**src/rtl/apb_cfg_master.sv**
```systemverilog
// APB initiator for the accelerator register port: single writes, reads and
// poll-reads (repeat a read until a masked compare matches or attempts run out).
module apb_cfg_master #(
  parameter int ADDR_WIDTH = 8,
  parameter int DATA_WIDTH = 32,
  parameter int POLL_LIMIT = 1024,
  parameter int POLL_GAP   = 4,
  parameter int CNT_WIDTH  = 16
) (
  input  logic                  PCLK,
  input  logic                  PRESETn,
  input  logic                  cmd_valid,
  output logic                  cmd_ready,
  input  logic                  cmd_write,
  input  logic                  cmd_poll,
  input  logic [ADDR_WIDTH-1:0] cmd_addr,
  input  logic [DATA_WIDTH-1:0] cmd_wdata,
  input  logic [DATA_WIDTH-1:0] cmd_mask,
  output logic                  rsp_valid,
  input  logic                  rsp_ready,
  output logic [DATA_WIDTH-1:0] rsp_rdata,
  output logic                  rsp_timeout,
  output logic [ADDR_WIDTH-1:0] PADDR,
  output logic                  PWRITE,
  output logic                  PSEL,
  output logic                  PENABLE,
  output logic [DATA_WIDTH-1:0] PWDATA,
  input  logic [DATA_WIDTH-1:0] PRDATA,
  input  logic                  PREADY
);

  typedef enum logic [2:0] {IDLE, SETUP, ACCESS, GAP, RESP} state_t;

  localparam logic [CNT_WIDTH-1:0] LIMIT_LAST = CNT_WIDTH'(POLL_LIMIT - 1);
  localparam logic [CNT_WIDTH-1:0] GAP_LAST   = CNT_WIDTH'((POLL_GAP > 0) ? (POLL_GAP - 1) : 0);

  state_t                state_q, state_d;
  logic                  cmd_ready_q, cmd_ready_d;
  logic                  rsp_valid_q, rsp_valid_d;
  logic [DATA_WIDTH-1:0] rsp_rdata_q, rsp_rdata_d;
  logic                  rsp_timeout_q, rsp_timeout_d;
  logic [ADDR_WIDTH-1:0] paddr_q, paddr_d;
  logic                  pwrite_q, pwrite_d;
  logic                  psel_q, psel_d;
  logic                  penable_q, penable_d;
  logic [DATA_WIDTH-1:0] pwdata_q, pwdata_d;
  logic                  poll_q, poll_d;
  logic [DATA_WIDTH-1:0] expect_q, expect_d;
  logic [DATA_WIDTH-1:0] mask_q, mask_d;
  logic [CNT_WIDTH-1:0]  attempt_q, attempt_d;
  logic [CNT_WIDTH-1:0]  gap_q, gap_d;
  logic                  poll_match;

  assign poll_match = ((PRDATA & mask_q) == (expect_q & mask_q));

  always_ff @(posedge PCLK or negedge PRESETn) begin
    if (!PRESETn) begin
      state_q       <= IDLE;
      cmd_ready_q   <= 1'b0;
      rsp_valid_q   <= 1'b0;
      rsp_rdata_q   <= '0;
      rsp_timeout_q <= 1'b0;
      paddr_q       <= '0;
      pwrite_q      <= 1'b0;
      psel_q        <= 1'b0;
      penable_q     <= 1'b0;
      pwdata_q      <= '0;
      poll_q        <= 1'b0;
      expect_q      <= '0;
      mask_q        <= '0;
      attempt_q     <= '0;
      gap_q         <= '0;
    end else begin
      state_q       <= state_d;
      cmd_ready_q   <= cmd_ready_d;
      rsp_valid_q   <= rsp_valid_d;
      rsp_rdata_q   <= rsp_rdata_d;
      rsp_timeout_q <= rsp_timeout_d;
      paddr_q       <= paddr_d;
      pwrite_q      <= pwrite_d;
      psel_q        <= psel_d;
      penable_q     <= penable_d;
      pwdata_q      <= pwdata_d;
      poll_q        <= poll_d;
      expect_q      <= expect_d;
      mask_q        <= mask_d;
      attempt_q     <= attempt_d;
      gap_q         <= gap_d;
    end
  end

  // Next-state logic also computes the next value of every registered output.
  always_comb begin
    state_d       = state_q;
    cmd_ready_d   = cmd_ready_q;
    rsp_valid_d   = rsp_valid_q;
    rsp_rdata_d   = rsp_rdata_q;
    rsp_timeout_d = rsp_timeout_q;
    paddr_d       = paddr_q;
    pwrite_d      = pwrite_q;
    psel_d        = psel_q;
    penable_d     = penable_q;
    pwdata_d      = pwdata_q;
    poll_d        = poll_q;
    expect_d      = expect_q;
    mask_d        = mask_q;
    attempt_d     = attempt_q;
    gap_d         = gap_q;

    case (state_q)
      IDLE: begin
        cmd_ready_d = 1'b1;
        if (cmd_valid && cmd_ready_q) begin
          state_d     = SETUP;
          cmd_ready_d = 1'b0;
          psel_d      = 1'b1;
          penable_d   = 1'b0;
          paddr_d     = cmd_addr;
          pwrite_d    = cmd_write;
          pwdata_d    = cmd_write ? cmd_wdata : '0;
          poll_d      = cmd_poll && !cmd_write;
          expect_d    = cmd_wdata;
          mask_d      = cmd_mask;
          attempt_d   = '0;
        end
      end
      SETUP: begin
        state_d   = ACCESS;
        penable_d = 1'b1;
      end
      ACCESS: begin
        if (PREADY) begin
          psel_d    = 1'b0;
          penable_d = 1'b0;
          pwdata_d  = '0;
          if (pwrite_q) begin
            state_d       = RESP;
            rsp_valid_d   = 1'b1;
            rsp_rdata_d   = '0;
            rsp_timeout_d = 1'b0;
          end else if (!poll_q || poll_match) begin
            state_d       = RESP;
            rsp_valid_d   = 1'b1;
            rsp_rdata_d   = PRDATA;
            rsp_timeout_d = 1'b0;
          end else if (attempt_q == LIMIT_LAST) begin
            state_d       = RESP;
            rsp_valid_d   = 1'b1;
            rsp_rdata_d   = PRDATA;
            rsp_timeout_d = 1'b1;
          end else begin
            attempt_d = attempt_q + CNT_WIDTH'(1);
            gap_d     = '0;
            // With no gap configured the retry goes straight back onto the bus.
            if (POLL_GAP == 0) begin
              state_d = SETUP;
              psel_d  = 1'b1;
            end else begin
              state_d = GAP;
            end
          end
        end
      end
      GAP: begin
        if (gap_q == GAP_LAST) begin
          state_d = SETUP;
          psel_d  = 1'b1;
        end else begin
          gap_d = gap_q + CNT_WIDTH'(1);
        end
      end
      RESP: begin
        if (rsp_ready) begin
          state_d     = IDLE;
          rsp_valid_d = 1'b0;
          cmd_ready_d = 1'b1;
        end
      end
      default: state_d = IDLE;
    endcase
  end

  assign cmd_ready   = cmd_ready_q;
  assign rsp_valid   = rsp_valid_q;
  assign rsp_rdata   = rsp_rdata_q;
  assign rsp_timeout = rsp_timeout_q;
  assign PADDR       = paddr_q;
  assign PWRITE      = pwrite_q;
  assign PSEL        = psel_q;
  assign PENABLE     = penable_q;
  assign PWDATA      = pwdata_q;

endmodule

```
**config.mk**
```make
export PLATFORM = sky130hd
export DESIGN_NAME = apb_cfg_master
export DESIGN_NICKNAME = d
export VERILOG_FILES = /design/src/rtl/apb_cfg_master.sv
export SDC_FILE = /design/constraint.sdc
export NUM_CORES = 1
export LEC_CHECK = 0
export CAP_MARGIN = 25
export CELL_PAD_IN_SITES_DETAIL_PLACEMENT = 1
export CELL_PAD_IN_SITES_GLOBAL_PLACEMENT = 1
export CORE_MARGIN = 2
export CORE_UTILIZATION = 35
export DETAILED_ROUTE_END_ITERATION = 10
export GPL_ROUTABILITY_DRIVEN = 0
export PLACE_DENSITY = 0.83
export SLEW_MARGIN = 5
export SYNTH_ARGS = -nofsm -noshare
export SYNTH_HDL_FRONTEND = slang
export SYNTH_SLANG_ARGS = --single-unit
```
**constraint.sdc**
```tcl
create_clock -name PCLK -period 2.4 [get_ports PCLK]
set_clock_uncertainty 0.1 [all_clocks]
set_input_delay 0.24 -clock PCLK [delete_from_list [all_inputs] [get_ports PCLK]]
set_output_delay 0.24 -clock PCLK [all_outputs]
set_load 0.05 [all_outputs]
```
==> impl_metrics.tcl <==
set metrics [dict create \
    finalCritPeriodShare_pct 96.6 \
    cts_buffer_depth 2 \
    cts_max_level 4 \
    fillers 2564 \
    hold_viol 0 \
    grt_use_total_pct 23.8 \
    io_pins 189 \
    finish.net_count 1180 \
    syn-num-nets 978 \
    die_w_um 156 \
    min-delay-start "cmd_addr[7]" \
    synth-seq-cells 178 \
    ir_worst_vdd_uv 673 \
    dpl-instance-area_um2 10700 \
    layout_common_cells "nand2_1 (312), clkdlybuf4s50_1 (186), dfrtp_1 (177), nand3_1 (55), nand3b_1 (35)" \
    final-max-slew-violation-count 0 \
    core_area_um2 22700 \
    crit_fanout 9 \
    drc 0 \
    ys_seq_area_share_pct 54.8 \
    drt_iter0_drc 337 \
    slew_headroom_pct 57.2 \
    reg2regPathDepth 9 \
    start_util_pct 35.8 \
    synth_edf_count 0 \
    dr.pass1.iters 4 \
    wire_per_inst_um 20.8 \
    grt_pass1_vias 7999 \
    hold_class "input pin to flip-flop" \
    cts_tree "done" \
    syn_area_per_cell_um2 9.39 \
    root_buffer "clkbuf_16" \
    insertion_delay_ns 0.44 \
    die_h_um 156 \
    cp-startpoint "expect_q[22]" \
    synthCells 865 \
    vias_per_cell 5.29 \
    gr-total-overflow 0 \
    antenna_found_initial 0 \
    ys_types 54 \
    ant_nets 0 \
    final_cell_area_um2 11300 \
    endpoint_kind "flip-flop" \
    rsz0062_at_grt "yes" \
    drive_above_1_share_pct 9.45 \
    post-dp-hpwl_mm 19.9 \
    post-route-min-period_ns 2.32 \
    register_area_um2 4460 \
    areaGrowthSynthToFinish_pct 39.2 \
    cts_made_buffers 17 \
    vias 7214 \
    finalPower_w 0.0160 \
    synthArstFlopShare_pct 100 \
    wl_mm 28.3 \
    clk_pin_slew_ns 0.08 \
    rows 55 \
    io_buffers 188 \
    startpoint_type "flip-flop" \
    cts_sinks 178 \
    r2r_start "expect_q[22]" \
    pwr_density_cell_nw_per_um2 1410 \
    multi_input_area_um2 3490 \
    fmax_mhz 432 \
    yosysWarnings 0 \
    grt_max_degree 78 \
    synthFlopType "dfrtp_1" \
    arrival_ns 2.55 \
    die_area_um2 24500 \
    diodes 0 \
    synthesis.area_um2 8130 \
    status "completed" \
    worstSetupPathType "flip-flop to flip-flop" \
    whs_path_depth 3 \
    power.leakage_nw 5.17 \
    crit_required_ns 2.63 \
    grt_pass1_wl_mm 44.6 \
    mostFrequentLayoutCell "nand2_1" \
    setup_viol 0 \
    tightest_slew_ns 0.641 \
    cap_violations 0 \
]
report_power, final:
part	switching (W)	internal (W)
Combinational	0.00487	0.00274
Sequential	0.00107	0.00429
Clock	0.00131	0.00169
sequential cells by signal, indices dropped and copies added (netlist names), 3 cells and up:
register,cells
state_q,3
gap_q,16
mask_q,32
rsp_rdata,32
expect_q,32
attempt_q,16
PADDR,8
PWDATA,32
critical path, cell delays in order, from the launching register on:
cell     delay, ns
dfrtp_1       0.41
xor2_1        0.17
a22oi_2       0.26
nand4_1       0.16
buf_4         0.18
nor4_4        0.31
buf_12        0.18
buf_4         0.12
nor4b_1       0.05
a211o_1       0.26
what timing repair did:
action,in CTS,in global routing
endpoints found under the setup margin,3,22
setup buffers,0,1
pin swaps,0,1
hold buffers,1,0
hold endpoints to repair,66,0
resized for setup,2,6
layout make-up:
class | instances | area share, %
clock buffers | 18 | 3.88
multi-input cells | 634 | 30.8
flip-flops and latches | 178 | 39.4
repair buffers | 233 | 21.1
clock inverters | 13 | 1.56
well taps | 285 | 3.15
inverters | 3 | 0.0995
cells in the mapped netlist (all sizes together), types with 2 or more instances:
master / count / share of area [%]
nand2: 312 / 14
dfrtp: 178 / 55
nand3: 55 / 3.4
nand3b: 35 / 3.2
clkbuf: 33 / 1.5
o2bb2ai: 32 / 3.4
xor2: 32 / 3.4
o21ai: 30 / 1.9
buf: 17 / 1.4
nor2: 17 / 0.82
or3: 17 / 1.3
a22oi: 16 / 1.5
nor4: 9 / 1.1
nand4: 8 / 0.62
nor3: 7 / 0.63
a21o: 6 / 0.55
a21oi: 5 / 0.31
a221o: 4 / 0.49
and3: 4 / 0.31
o211ai: 4 / 0.37
o41ai: 4 / 0.43
or2: 4 / 0.31
a31oi: 3 / 0.49
inv: 3 / 0.14
nand2b: 3 / 0.23
nor3b: 3 / 0.28
o31ai: 3 / 0.28
or4: 3 / 0.32
a211o: 2 / 0.22
a211oi: 2 / 0.18
ha: 2 / 0.31
nor2b: 2 / 0.15
cells by family after synthesis:
logic type / count (synthesis) / share of synthesized area (%)
and+or+nand+nor: 482 / 27.4
adders and majority gates: 2 / 0.308
buffers and inverters: 53 / 3.09
xor gates and xnor gates: 32 / 3.45
DFF: 178 / 54.8
muxes: 2 / 0.262
AOI/OAI and AO/OA: 116 / 10.6
final timing paths:
| kind | end | slack [ns] |
|---|---|---|
| max in group asynchronous | mask_q[20] | 1.25 |
| min | PADDR[7] | 0.22 |
| min reg2reg | PWDATA[1] | 0.37 |
| max | attempt_q[2] | 0.08 |
| min in group asynchronous | PWDATA[13] | 0.27 |
| max reg2reg | attempt_q[2] | 0.08 |
through the flow:
step           util, %  setup slack [ns]  cells  TNS [ns]  hold WS (ns)
6_report          49.8            0.0826   1364         0         0.222
5_1_grt           49.8          -0.00392   1364  -0.00392         0.222
4_1_cts           49.7            0.0453   1363         0         0.214
3_5_place_dp      46.9            -0.303   1331    -15.82         0.191
3_3_place_gp      46.9            -0.204   1331     -9.57         0.189
2_1_floorplan        -             0.161    865         0        -0.156
metal layers:
layer / track usage (%) / routed length, µm / up-vias
li1: - / - / 3352
met1: 29.4 / 11900 / 3617
met2: 40.1 / 13900 / 206
met3: 6.67 / 1960 / 39
met4: 8.17 / 605 / 0
met5: 0 / 0 / -
(Power assumes the default switching activity.)
==> RTL edit 1 (same settings) <==
Encoding of `state_t`: now one-hot (5 bits for 5 states).
--- a/src/rtl/apb_cfg_master.sv
+++ b/src/rtl/apb_cfg_master.sv
@@ -31,3 +31,3 @@
 
-  typedef enum logic [2:0] {IDLE, SETUP, ACCESS, GAP, RESP} state_t;
+  typedef enum logic [4:0] {IDLE = 5'b00001, SETUP = 5'b00010, ACCESS = 5'b00100, GAP = 5'b01000, RESP = 5'b10000} state_t;
 
Formal check against the unedited RTL: no difference found for any inputs over 4 cycles, from zero or initial values and one cycle with PRESETn low; so few cycles prove little.
==> RTL edit 1 against the unedited design <==
  * The flow now finishes with violations (setup timing)
  * Worst setup slack got worse by 170 ps
  * Wire length decreased by 3.9%
  * Non-clock buffer count increased by 21
  * Total power increased by 0.75%
  * Cell area increased by 6.8%
  * Worst hold slack improved by 15 ps
  * Synthesized area increased by 1.1%
  * Final cell count decreased by 3.2%
  * Sequential cell count increased by 2
  * First-iteration DRC count decreased by 12%
==> RTL edit 1: results <==
export IMPL_grt_max_degree=67
export IMPL_status="finished with violations"
export IMPL_dp_slack_ps=-305
export IMPL_slew_headroom=0.608
export IMPL_grt_pass1_vias=7401
export IMPL_fillers=2511
export IMPL_nets=1101
export IMPL_violations="setup timing"
export IMPL_placedCellCount=1273
export IMPL_grt_pass1_wl_microns=41400
export IMPL_critPathMaxFanout=13
export IMPL_dp_final_hpwl_microns=18000
export IMPL_p_switching_mw=6.93
export IMPL_layout_setup_ws_ps=-88.4
export IMPL_slowest_delay_ps=390
export IMPL_arrival_ps=2710
export IMPL_yosysSeqAreaShare=0.548
export IMPL_setup_viol=40
export IMPL_synth_area_per_cell_sq_um=10.9
export IMPL_power_total_mw=16.1
export IMPL_drt_initial_drc_count=297
export IMPL_path_delay_family="simple AND/OR/NAND/NOR gates"
export IMPL_placed_area_sq_um=10800
export IMPL_power_sequential_mw=5.02
export IMPL_drive_above_1_share=0.257
export IMPL_grtUsageMet2=0.381
export IMPL_reg2regPathDepth=11
export IMPL_use_met3=0.0625
export IMPL_r2r_end="rsp_rdata[22]$_DFFE_PN0P_"
export IMPL_max_freq_ghz=0.402
export IMPL_p_leak_nw=5.19
export IMPL_wl_per_cell_microns=20.6
RTL edit 1: repair_timing:
action,in CTS,in global routing
gates cloned,5,2
gates resized for setup,75,61
hold buffers,1,0
endpoints found under the setup margin,51,62
setup buffers,6,2
pin swaps,21,27
endpoints found under the hold margin,50,0
RTL edit 1: cell type report:
cell class	instances	area [sq um]	share of cell area
Sequential cell	180	4510	0.373
Clock inverter	14	159	0.0131
Antenna cell	1	2.50	0.000207
Clock buffer	18	439	0.0363
Inverter	6	27.5	0.00228
Multi-Input combinational cell	529	3840	0.318
Tap cell	319	399	0.0330
Timing Repair Buffer	254	2710	0.224
RTL edit 1: cells by family after synthesis:
| group | share of synthesized area |
|---|---|
| xor gates and xnor gates | 0.0373 |
| DFF | 0.548 |
| muxes | 0.105 |
| and+or+nand+nor | 0.176 |
| AOI/OAI and AO/OA | 0.104 |
| adders and majority gates | 0.00305 |
| buffers and inverters | 0.0265 |
==> RTL edit 2 (same settings) <==
Made on the original files. The parameter `CNT_WIDTH` goes from 16 to 32.
--- a/src/rtl/apb_cfg_master.sv
+++ b/src/rtl/apb_cfg_master.sv
@@ -7,3 +7,3 @@
   parameter int POLL_GAP   = 4,
-  parameter int CNT_WIDTH  = 16
+  parameter int CNT_WIDTH  = 32
 ) (
Function: no difference found for any inputs over 4 cycles, from zero or initial values and one cycle with PRESETn low; that may be too few to reach the edited logic, so the function may still have changed.
==> RTL edit 2 against the unedited design <==
  * The flow now finishes with violations (setup timing)
  * Sequential power grew 10%
  * Synthesized cell count grew 28%
  * Cell area grew 40%
  * Worst setup slack lost 900 ps
  * Synthesized area grew 21%
  * Die area grew 21%
  * Wire length grew 91%
  * Clock power grew 55%
  * Total power grew 37%
  * Worst hold slack lost 110 ps
  * Sequential cell count grew 32
  * Largest cell class is now multi-input combinational cells
==> RTL edit 2: results <==
export IMPL_dp_slack_ps=-706
export IMPL_p_switching_mw=10.3
export IMPL_synth_nets=1221
export IMPL_path_delay_family="simple AND/OR/NAND/NOR gates"
export IMPL_setup_viol=104
export IMPL_yosysSeqAreaShare=0.533
export IMPL_rr_startpoint="attempt_q[12]$_DFFE_PN0P_"
export IMPL_grt_max_degree=61
export IMPL_arrival_ps=3520
export IMPL_clk_pin_slew_ps=70
export IMPL_vdd_drop_max_mv=0.853
export IMPL_cts_htree_levels=1
export IMPL_port_buffers=188
export IMPL_hp_class="input pin to async pin"
export IMPL_syn_cell_area_sq_um=9850
export IMPL_fin_setup_tns_ps=-43120
export IMPL_ys_types=50
export IMPL_layout_setup_ws_ps=-820
export IMPL_muxShareOfSynthArea=0.00114
export IMPL_violations="setup timing"
export IMPL_antenna_found_initial=8
export IMPL_drt_initial_drc_count=1025
export IMPL_root_buffer="clkbuf_16"
export IMPL_postRouteWirelength_microns=54100
export IMPL_synth_compound_area_frac=0.129
export IMPL_status="finished with violations"
export IMPL_async_flop_share=1.00
export IMPL_grt_use_total=0.305
export IMPL_worstSetupPathType="flop to flop"
export IMPL_critPathMaxFanout=12
export IMPL_netlist_top_cells_area="dfrtp_1 53%, nand2_1 13%, nand3_1 3.3%"
export IMPL_clk_latency_ps=550
export IMPL_num_vias=11122
export IMPL_drtPass1Iterations=5
export IMPL_slowest_delay_ps=780
export IMPL_fillers=2975
export IMPL_grt_pass1_wl_microns=68400
export IMPL_clk_path_buf_depth=3
export IMPL_numCtsBuffers=25
export IMPL_synthXorXnorAreaFrac=0.0293
export IMPL_synthFlopType="dfrtp_1"
export IMPL_drive_above_1_share=0.289
export IMPL_dp_final_hpwl_microns=25000
export IMPL_r2r_end="attempt_q[30]$_DFFE_PN0P_"
export IMPL_synth_common_cells="352 x nand2_1, 210 x dfrtp_1, 65 x nand3_1, 62 x o21ai_0, 43 x a21oi_1"
export IMPL_synthAdderAreaFrac=0.00254
export IMPL_nets=1532
export IMPL_grt_pass1_vias=11274
export IMPL_slew_headroom=0.373
export IMPL_p_leak_nw=7.02
export IMPL_slowest_stage="a41oi_1"
export IMPL_reg2regPathDepth=9
export IMPL_ys_warnings_count=0
[RTL edit 2: cell types whose count changed in the layout (fill, tap and decap cells not counted), sizes merged, moves of 13 or more]
cell	delta
clkbuf	+13
o2bb2ai	-32
a21oi	+41
buf	+109
nand3b	-35
dfrtp	+32
nand2b	+34
o21ai	+63
nand4	+14
nand2	+40
[RTL edit 2: cells by family (layout without fill, tap and decap cells)]
kind of cell             count (synthesis)  in the layout
AND/OR/NAND/NOR                        582            582
buffers and inverters                   70            399
AO/OA/AOI/OAI                          210            211
flip-flops                             210            210
multiplexers                             1              1
other                                    0              8
XOR/XNOR                                33             33
adder cells (fa/ha/maj)                  2              2
[RTL edit 2: metal layers]
layer  share of wire  vias to the layer above  GRT usage
met1            0.35                     5545      0.367
met5         0.00022                        -          0
met2            0.47                      794      0.506
met3           0.086                      342     0.0594
met4           0.091                        2      0.186
li1                -                     4439          -
[RTL edit 2: worst min path at each step]
stage,startpoint,to,cells after the start
after floorplan,PRESETn,PADDR[0]$_DFFE_PN0P_,0
final,PRESETn,attempt_q[8]$_DFFE_PN0P_,2
after global routing,cmd_addr[1],PADDR[1]$_DFFE_PN0P_,3
after detailed placement,PRESETn,PWDATA[15]$_DFFE_PN0P_,1
after CTS,cmd_mask[9],mask_q[9]$_DFFE_PN0P_,3
after global placement,PRESETn,PWDATA[15]$_DFFE_PN0P_,1
[RTL edit 2: power groups by stage]
stage          clock network [mW]  logic [mW]  registers, mW
2_1_floorplan                   0        3.30           7.17
6_report                     4.65        11.3           5.90
5_1_grt                      4.79        11.7           5.98
4_1_cts                      4.52        9.68           5.65
3_5_place_dp                    0        8.33           5.54
3_3_place_gp                    0        8.04           5.50
[RTL edit 2: per-stage QoR]
| stage | hold WS [ps] | cell area (sq um) | util | cells |
|---|---|---|---|---|
| global placement | 124 | 12800 | 0.460 | 1710 |
| finish | 116 | 15800 | 0.570 | 1824 |
| detailed placement | 123 | 12800 | 0.460 | 1710 |
| CTS | 130 | 14700 | 0.530 | 1790 |
| global route | 157 | 15800 | 0.570 | 1822 |
| floorplan | -156 | 9850 | - | 1108 |
[RTL edit 2: layout make-up]
cell class | instances | area, sq um | share of cell area
Inverter | 9 | 33.8 | 0.00213
Timing Repair Buffer | 344 | 3660 | 0.231
Clock inverter | 17 | 305 | 0.0193
Clock buffer | 29 | 661 | 0.0417
Antenna cell | 8 | 20.0 | 0.00126
Sequential cell | 210 | 5260 | 0.332
Multi-Input combinational cell | 829 | 5440 | 0.343
Tap cell | 378 | 473 | 0.0298
[RTL edit 2: what timing repair did]
action                                 CTS  global route
gates resized for setup                149           206
setup endpoints to repair              101           108
endpoints found under the hold margin   59             0
buffers inserted                        19            33
pin swaps                               70            89
hold buffers                             1             0
cloned                                  14             3
